File: src/rtl/uart_tx_if.sv
// FIFO read handshake between the UART transmitter (master) and its upstream byte FIFO (slave).
interface uart_tx_if;
    logic       i_fifo_empty;
    logic       o_fifo_rd_en;
    logic [7:0] i_fifo_rd_data;
    logic       i_fifo_rd_valid;

    modport master (
        input  i_fifo_empty,
        output o_fifo_rd_en,
        input  i_fifo_rd_data,
        input  i_fifo_rd_valid
    );

    modport slave (
        output i_fifo_empty,
        input  o_fifo_rd_en,
        output i_fifo_rd_data,
        output i_fifo_rd_valid
    );
endinterface

File: src/rtl/uart_tx.sv
// 8N1 UART transmitter that pops one byte at a time from an upstream FIFO.
// Frame: one start bit (0), eight data bits LSB first, one stop bit (1),
// each held for CLKS_PER_BIT clock cycles. All outputs are registered.
module uart_tx #(
    parameter int unsigned CLKS_PER_BIT = 868
) (
    input  logic       i_clk,
    input  logic       i_rst,
    uart_tx_if.master  fifo,
    output logic       o_tx,
    output logic       o_busy,
    output logic       o_done
);

    localparam int unsigned    CntW   = (CLKS_PER_BIT > 1) ? $clog2(CLKS_PER_BIT) : 1;
    localparam logic [CntW-1:0] CntMax = CntW'(CLKS_PER_BIT - 1);

    typedef enum logic [2:0] {
        StIdle,
        StFetch,
        StStart,
        StData,
        StStop
    } state_e;

    state_e          state;
    logic [CntW-1:0] baud_cnt;
    logic [2:0]      bit_idx;
    logic [7:0]      shift_reg;
    logic            fetch_wait;   // set during the second FETCH cycle; timeout if no valid
    logic            tx;
    logic            busy;
    logic            done;
    logic            rd_en;

    assign o_tx              = tx;
    assign o_busy            = busy;
    assign o_done            = done;
    assign fifo.o_fifo_rd_en = rd_en;

    // Frame sequencer: state, baud/bit counters, shift register and all registered outputs.
    always_ff @(posedge i_clk or posedge i_rst) begin
        if (i_rst) begin
            state      <= StIdle;
            baud_cnt   <= '0;
            bit_idx    <= '0;
            shift_reg  <= '0;
            fetch_wait <= 1'b0;
            tx         <= 1'b1;
            busy       <= 1'b0;
            done       <= 1'b0;
            rd_en      <= 1'b0;
        end else begin
            // Pop request and completion flag are single-cycle pulses.
            rd_en <= 1'b0;
            done  <= 1'b0;
            unique case (state)
                StIdle: begin
                    baud_cnt <= '0;
                    if (!fifo.i_fifo_empty) begin
                        rd_en      <= 1'b1;
                        fetch_wait <= 1'b0;
                        busy       <= 1'b1;
                        state      <= StFetch;
                    end
                end
                StFetch: begin
                    if (fifo.i_fifo_rd_valid) begin
                        shift_reg <= fifo.i_fifo_rd_data;
                        tx        <= 1'b0;
                        baud_cnt  <= '0;
                        bit_idx   <= '0;
                        state     <= StStart;
                    end else if (fetch_wait) begin
                        // FIFO never answered; give up and retry from IDLE.
                        busy  <= 1'b0;
                        state <= StIdle;
                    end else begin
                        fetch_wait <= 1'b1;
                    end
                end
                StStart: begin
                    if (baud_cnt == CntMax) begin
                        baud_cnt <= '0;
                        bit_idx  <= '0;
                        tx       <= shift_reg[0];
                        state    <= StData;
                    end else begin
                        baud_cnt <= baud_cnt + CntW'(1);
                    end
                end
                StData: begin
                    if (baud_cnt == CntMax) begin
                        baud_cnt <= '0;
                        // 3-bit index wraps 7 -> 0 on the way into STOP.
                        bit_idx  <= bit_idx + 3'd1;
                        if (bit_idx == 3'd7) begin
                            tx    <= 1'b1;
                            state <= StStop;
                        end else begin
                            tx <= shift_reg[bit_idx + 3'd1];
                        end
                    end else begin
                        baud_cnt <= baud_cnt + CntW'(1);
                    end
                end
                StStop: begin
                    if (baud_cnt == CntMax) begin
                        baud_cnt <= '0;
                        busy     <= 1'b0;
                        done     <= 1'b1;
                        state    <= StIdle;
                    end else begin
                        baud_cnt <= baud_cnt + CntW'(1);
                    end
                end
                default: begin
                    tx    <= 1'b1;
                    busy  <= 1'b0;
                    state <= StIdle;
                end
            endcase
        end
    end

endmodule

File: src/flat_wrapper.sv
// flat-port wrapper written by rule: the top's interface ports become plain ports
module uart_tx_flat 
#(
    parameter int unsigned CLKS_PER_BIT = 868
)
  (i_clk, i_rst, o_tx, o_busy, o_done, fifo_i_fifo_empty, fifo_o_fifo_rd_en, fifo_i_fifo_rd_data, fifo_i_fifo_rd_valid);
  uart_tx_if fifo_i ();
  input  logic i_clk;
  input  logic i_rst;
  output logic o_tx;
  output logic o_busy;
  output logic o_done;
  input wire logic [$bits(fifo_i.i_fifo_empty)-1:0] fifo_i_fifo_empty;
  output wire logic [$bits(fifo_i.o_fifo_rd_en)-1:0] fifo_o_fifo_rd_en;
  input wire logic [$bits(fifo_i.i_fifo_rd_data)-1:0] fifo_i_fifo_rd_data;
  input wire logic [$bits(fifo_i.i_fifo_rd_valid)-1:0] fifo_i_fifo_rd_valid;
  assign fifo_i.i_fifo_empty = fifo_i_fifo_empty;
  assign fifo_o_fifo_rd_en = fifo_i.o_fifo_rd_en;
  assign fifo_i.i_fifo_rd_data = fifo_i_fifo_rd_data;
  assign fifo_i.i_fifo_rd_valid = fifo_i_fifo_rd_valid;
  uart_tx #(.CLKS_PER_BIT(CLKS_PER_BIT)) u_core (.i_clk(i_clk), .i_rst(i_rst), .fifo(fifo_i), .o_tx(o_tx), .o_busy(o_busy), .o_done(o_done));
endmodule
File: config.mk
export PLATFORM = sky130hd
export DESIGN_NAME = uart_tx_flat
export DESIGN_NICKNAME = d
export VERILOG_FILES = /design/src/rtl/uart_tx_if.sv /design/src/rtl/uart_tx.sv /design/src/flat_wrapper.sv
export SDC_FILE = /design/constraint.sdc
export NUM_CORES = 1
export LEC_CHECK = 0
export CAP_MARGIN = 20
export CORE_AREA = 2 2 60 62
export DETAILED_ROUTE_END_ITERATION = 10
export DIE_AREA = 0 0 62 64
export PLACE_DENSITY = 0.7
export SLEW_MARGIN = 20
export SYNTH_ARGS = -nofsm -noshare
export SYNTH_HDL_FRONTEND = slang
export SYNTH_SLANG_ARGS = --single-unit
export TNS_END_PERCENT = 30
File: constraint.sdc
create_clock -name i_clk -period 1.8 [get_ports i_clk]
set_input_delay 0.18 -clock i_clk [delete_from_list [all_inputs] [get_ports i_clk]]
set_output_delay 0.18 -clock i_clk [all_outputs]
set_load 0.02 [all_outputs]
# Yosys cells after proc, flatten, opt, wreduce, memory -nomap -nowiden
# Cells that the tools add are included.
[word_totals]
regBits = 29
in_bits = 12
wordCells = 76
[classes]
addsub = 2
n_lt_le_gt_ge = 1
n_eq_ne = 15
muxes = 33
bitwise = 2
n_reduce_logical = 14
[op_table]
columns = ["operator", "n"]
rows = [
  ["$pmux W10 S3", 1],
  ["$mux W3", 9],
  ["$mux W10", 2],
  ["$mux W1", 15],
  ["$pmux W3 S5", 1],
  ["$add A10 B1 Y10 const B", 1],
  ["$eq A10 B10 Y1 const B", 1],
  ["$ne A2 B1 Y1 const B", 5],
  ["$pmux W3 S3", 1],
  ["$pmux W1 S4", 2],
  ["$reduce_and A4 Y1", 2],
  ["$eq A3 B2 Y1 const B", 2],
  ["$eq A3 B3 Y1 const B", 2],
  ["$ne A2 B2 Y1 const B", 3],
  ["$reduce_and A6 Y1", 1],
  ["$reduce_bool A3 Y1", 2],
  ["$reduce_and A5 Y1", 1],
  ["$lt A3 B4 Y1 const B", 1],
  ["$reduce_and A2 Y1", 2],
  ["$reduce_or A2 Y1", 2],
  ["$add A3 B1 Y3 const B", 1],
  ["$bmux W1 S3", 1],
  ["$eq A3 B1 Y1 const B", 1],
  ["$logic_not A3 Y1", 1],
  ["6 further kinds", 7],
]

# Longest topological paths before layout
[depth]
ltp_word = 6
depth_mapped = 7
mapped_depth_nobuf = 6

# Least setup slack after synthesis
# No wires, ideal clock.
[synth_timing]
path_type = "register -> register"
from = "register u_core.bit_idx[0]"
to = "register u_core.tx, in the netlist u_core.o_tx"
arrival_time_ps = 1665
required_ps = 1717
slack_ps = 52
path_stages_with_launch = 7
path_buffers = 0
period_less_slack_ps = 1748
cell_sequence = "dfrtp_1 -> ha_1 -> mux2_1 -> nor3b_1 -> a31oi_1 -> a311oi_2 -> nor3_1"
[synth_between]
elab_chain_cells = 6
word_cells_on_any_way = 7
cone_classes = "1 x add/sub; 1 x eq/ne; 5 x mux"
[synth_rtl]
columns = ["item", "line", "rtl"]
rows = [
  ["start, declared", "uart_tx.sv:28", "logic [2:0] bit_idx;"],
  ["start signal, assigned", "uart_tx.sv:96", "bit_idx <= bit_idx + 3'd1;"],
  ["$add A3 B1 Y3", "uart_tx.sv:101", "tx <= shift_reg[bit_idx + 3'd1];"],
  ["$bmux W1 S3", "uart_tx.sv:101", ""],
  ["$mux W1 (implied by the code)", "uart_tx.sv:101", ""],
  ["$mux W1 *", "uart_tx.sv:97", "if (bit_idx == 3'd7) begin"],
  ["$mux W1 *", "uart_tx.sv:93", "if (baud_cnt == CntMax) begin"],
  ["$pmux W1 S4 *", "uart_tx.sv:57", "unique case (state)"],
  ["end signal, assigned", "uart_tx.sv:86", "tx <= shift_reg[0];"],
  ["end signal, assigned", "uart_tx.sv:101", ""],
  ["end, declared", "uart_tx.sv:31", "logic tx;"],
]
# Mark *: on every way between the ends. The rest lies on a longest branch, timed or not. The select of a mux whose other input is x is not followed.
# A chain may end at the register's enable or synchronous reset.

# Worst setup path after layout
[layout_timing]
from = "register u_core.bit_idx[1]"
to = "register u_core.tx, in the netlist u_core.o_tx"
# Same word-level chain as after synthesis.

==> results.json <==
{
  "outcome": "completed",
  "grt-ovfl-total": 0,
  "crit_type": "register to register",
  "dp.cells": 239,
  "stdcell_count": 247,
  "synth-edff-count": 0,
  "postSynth.asyncResetShare": 1.000,
  "critPathRequiredTime_ps": 2070,
  "cts_made_buffers": 5,
  "rows": 21,
  "r2r_start": "u_core.bit_idx[1]$_DFFE_PP0P_",
  "setup_viol": 0,
  "area_delta_synth_final_pct": 26.56,
  "largest_reg_flops": 10,
  "synthFlopType": "dfrtp_1",
  "cts_hold_buf": 0,
  "grt_pass1_wl_mm": 5.865,
  "fin_tns_setup_ps": 0,
  "wl_per_cell_um": 13.54,
  "hold_viol": 0,
  "post-route-drc-count": 0,
  "use_met2": 0.3151,
  "skew_ps": 12.45,
  "path_clk_slew_ps": 110,
  "core_mm2": 0.003284,
  "first_global_vias": 1338,
  "ant_nets": 0,
  "die_y_um": 64,
  "worstMarginPinSlew_ps": 396.5,
  "fp.dieW_um": 62,
  "first_pass_iters": 4,
  "yosysWarnings": 0,
  "arrival_ps": 2000,
  "post-route-min-period_ps": 1727,
  "clock-sinks": 29,
  "cts-root-buf": "clkbuf_4",
  "syn_inst": 171,
  "ys_ff_latch": 29,
  "synth_area_leaders": "dfrtp_1 45%, nand2_1 9.5%, xor2_1 3.4%, nor2_1 2.9%, nand4_1 2.8%",
  "syn_area_mm2": 0.001540,
  "busiest_layer": "met2",
  "ys_types": 44,
  "n_fill_cell": 284,
  "clock_latency_ps": 330,
  "hold_slack_ps": 200.0,
  "slew-limit-headroom": 0.7357,
  "leakage_nw": 0.8921,
  "port-buffer-count": 15,
  "vdd_drop_max_v": 0.0004986,
  "drv_slew": 0,
  "grt_max_degree": 30,
  "via_per_inst": 5.352,
  "synth_seq_area_share": 0.4720,
  "nNetsFinal": 215,
  "antenna_cells": 0,
  "die-area_mm2": 0.003968,
  "met3_usage": 0.06073,
  "drive_above_1_share": 0.1493,
  "max_stage_delay_ps": 430,
  "path_max_fanout": 3,
  "mostFrequentLayoutCells": "39 x nand2_1, 28 x dfrtp_1, 15 x clkdlybuf4s50_1",
  "yosys.area.top_type_share": 0.4549,
  "gp_congestion": 0.9269,
  "cap_violations": 0,
  "fin_crit_sh": 0.9592,
  "grt_usage": 0.1991,
  "cp_slowest_cell": "dfrtp_1",
  "antenna_found_initial": 0,
  "synthesis.nets": 186,
  "critPathLaunch": "u_core.bit_idx[1]$_DFFE_PP0P_",
  "ioPinCount": 16,
  "rsz0062_at_grt": "false",
  "met1_usage": 0.2497,
  "synth_top_cell_by_area": "dfrtp_1",
  "hold_class": "input pin to async pin",
  "drt_iter0_drc": 74,
  "final_common_cell": "nand2_1",
  "cts_tree": "yes",
  "endpoint_kind": "register",
  "cts_max_level": 2,
  "vias": 1322,
  "start_kind": "register",
  "fmax_mhz": 579.2,
  "post-dp-hpwl_mm": 2.417,
  "post-cts-setup-buffer-count": 0,
  "worstPathCellList": "ha_4 -> ha_1 -> nand2b_1 -> a311o_1 -> a311oi_2 -> nor3_1",
  "p_per_area_mw_per_mm2": 1127,
  "cts_max_path_buffers": 2,
  "initial_utilization": 0.4690,
  "routed_wl_mm": 3.345,
  "syn_area_per_cell_um2": 9.007
}
layer usage:
| layer | vias to the layer above | part of all wire |
|---|---|---|
| li1 | 658 | - |
| met3 | 7 | 0.041 |
| met2 | 33 | 0.49 |
| met5 | - | 0 |
| met1 | 624 | 0.45 |
| met4 | 0 | 0.017 |
worst paths after layout:
kind                                                         to  slack (ps)  depth (start not counted)
worst min-delay path                u_core.state[2]$_DFFE_PP0P_         200                          3
worst min register to register  u_core.shift_reg[2]$_DFFE_PP0P_         480                          2
min in group i_clk              u_core.shift_reg[3]$_DFFE_PP0P_         370                          3
worst max register to register          u_core.o_tx$_DFFE_PP1P_          70                          6
max in group asynchronous               u_core.o_tx$_DFFE_PP1P_        1290                          3
worst max-delay path                    u_core.o_tx$_DFFE_PP1P_          70                          6
worst max-delay path: cells and delay by family, from the launching register on:
kind	cells	cell delay, ps
simple gates	2	250
compound gates	2	630
flops	1	430
fa+ha+maj	2	360
kinds of logic after synthesis:
| family | Yosys count | synth area share |
|---|---|---|
| buf+inv | 9 | 0.02355 |
| fa+ha+maj | 3 | 0.02437 |
| flops | 29 | 0.4720 |
| mux | 3 | 0.02843 |
| xor+xnor | 6 | 0.03412 |
| simple gates | 89 | 0.2778 |
| compound gates | 32 | 0.1397 |
power by group:
part / switching (mW) / internal, mW / total (mW)
clock: 0.243 / 0.430 / 0.673
sequential: 0.140 / 0.814 / 0.953
combinational: 0.288 / 0.282 / 0.569
synthesized netlist by cell type, drive strengths merged, types with 2 or more instances:
| library cell | instances |
|---|---|
| a21oi | 8 |
| nor3 | 5 |
| nor3b | 2 |
| buf | 3 |
| clkbuf | 3 |
| nor2 | 13 |
| and3 | 3 |
| nand2b | 3 |
| nor2b | 4 |
| o21ai | 10 |
| a22o | 2 |
| and2 | 3 |
| nand4 | 7 |
| or2 | 3 |
| dfrtp | 28 |
| and2b | 2 |
| ha | 3 |
| inv | 3 |
| o211ai | 2 |
| nand2 | 39 |
| xor2 | 6 |
| nand3 | 3 |
final cells by class:
class / count / area, um^2 / area share
Clock buffer: 5 / 37.54 / 0.01926
Clock inverter: 3 / 65.06 / 0.03338
Inverter: 3 / 11.26 / 0.005777
Multi-Input combinational cell: 133 / 803.3 / 0.4121
Sequential cell: 29 / 726.9 / 0.3729
Tap cell: 46 / 57.56 / 0.02953
Timing Repair Buffer: 28 / 247.7 / 0.1271
timing repair:
item	CTS	global route
gates resized for setup	0	4
hold endpoints to repair	0	0
endpoints found under the setup margin	0	7
metrics by stage:
stage               setup slack [ps]  power, mW  area (um^2)    util
floorplan                      51.82      1.318         1540       -
detailed placement             32.06      1.510         1821  0.5543
global placement               71.57      1.480         1821  0.5543
CTS                            5.182      2.189         1923  0.5855
global route                  0.8540      2.329         1949  0.5935
finish                         73.49      2.196         1949  0.5935
No activity file was read; power rests on OpenSTA's default activity.
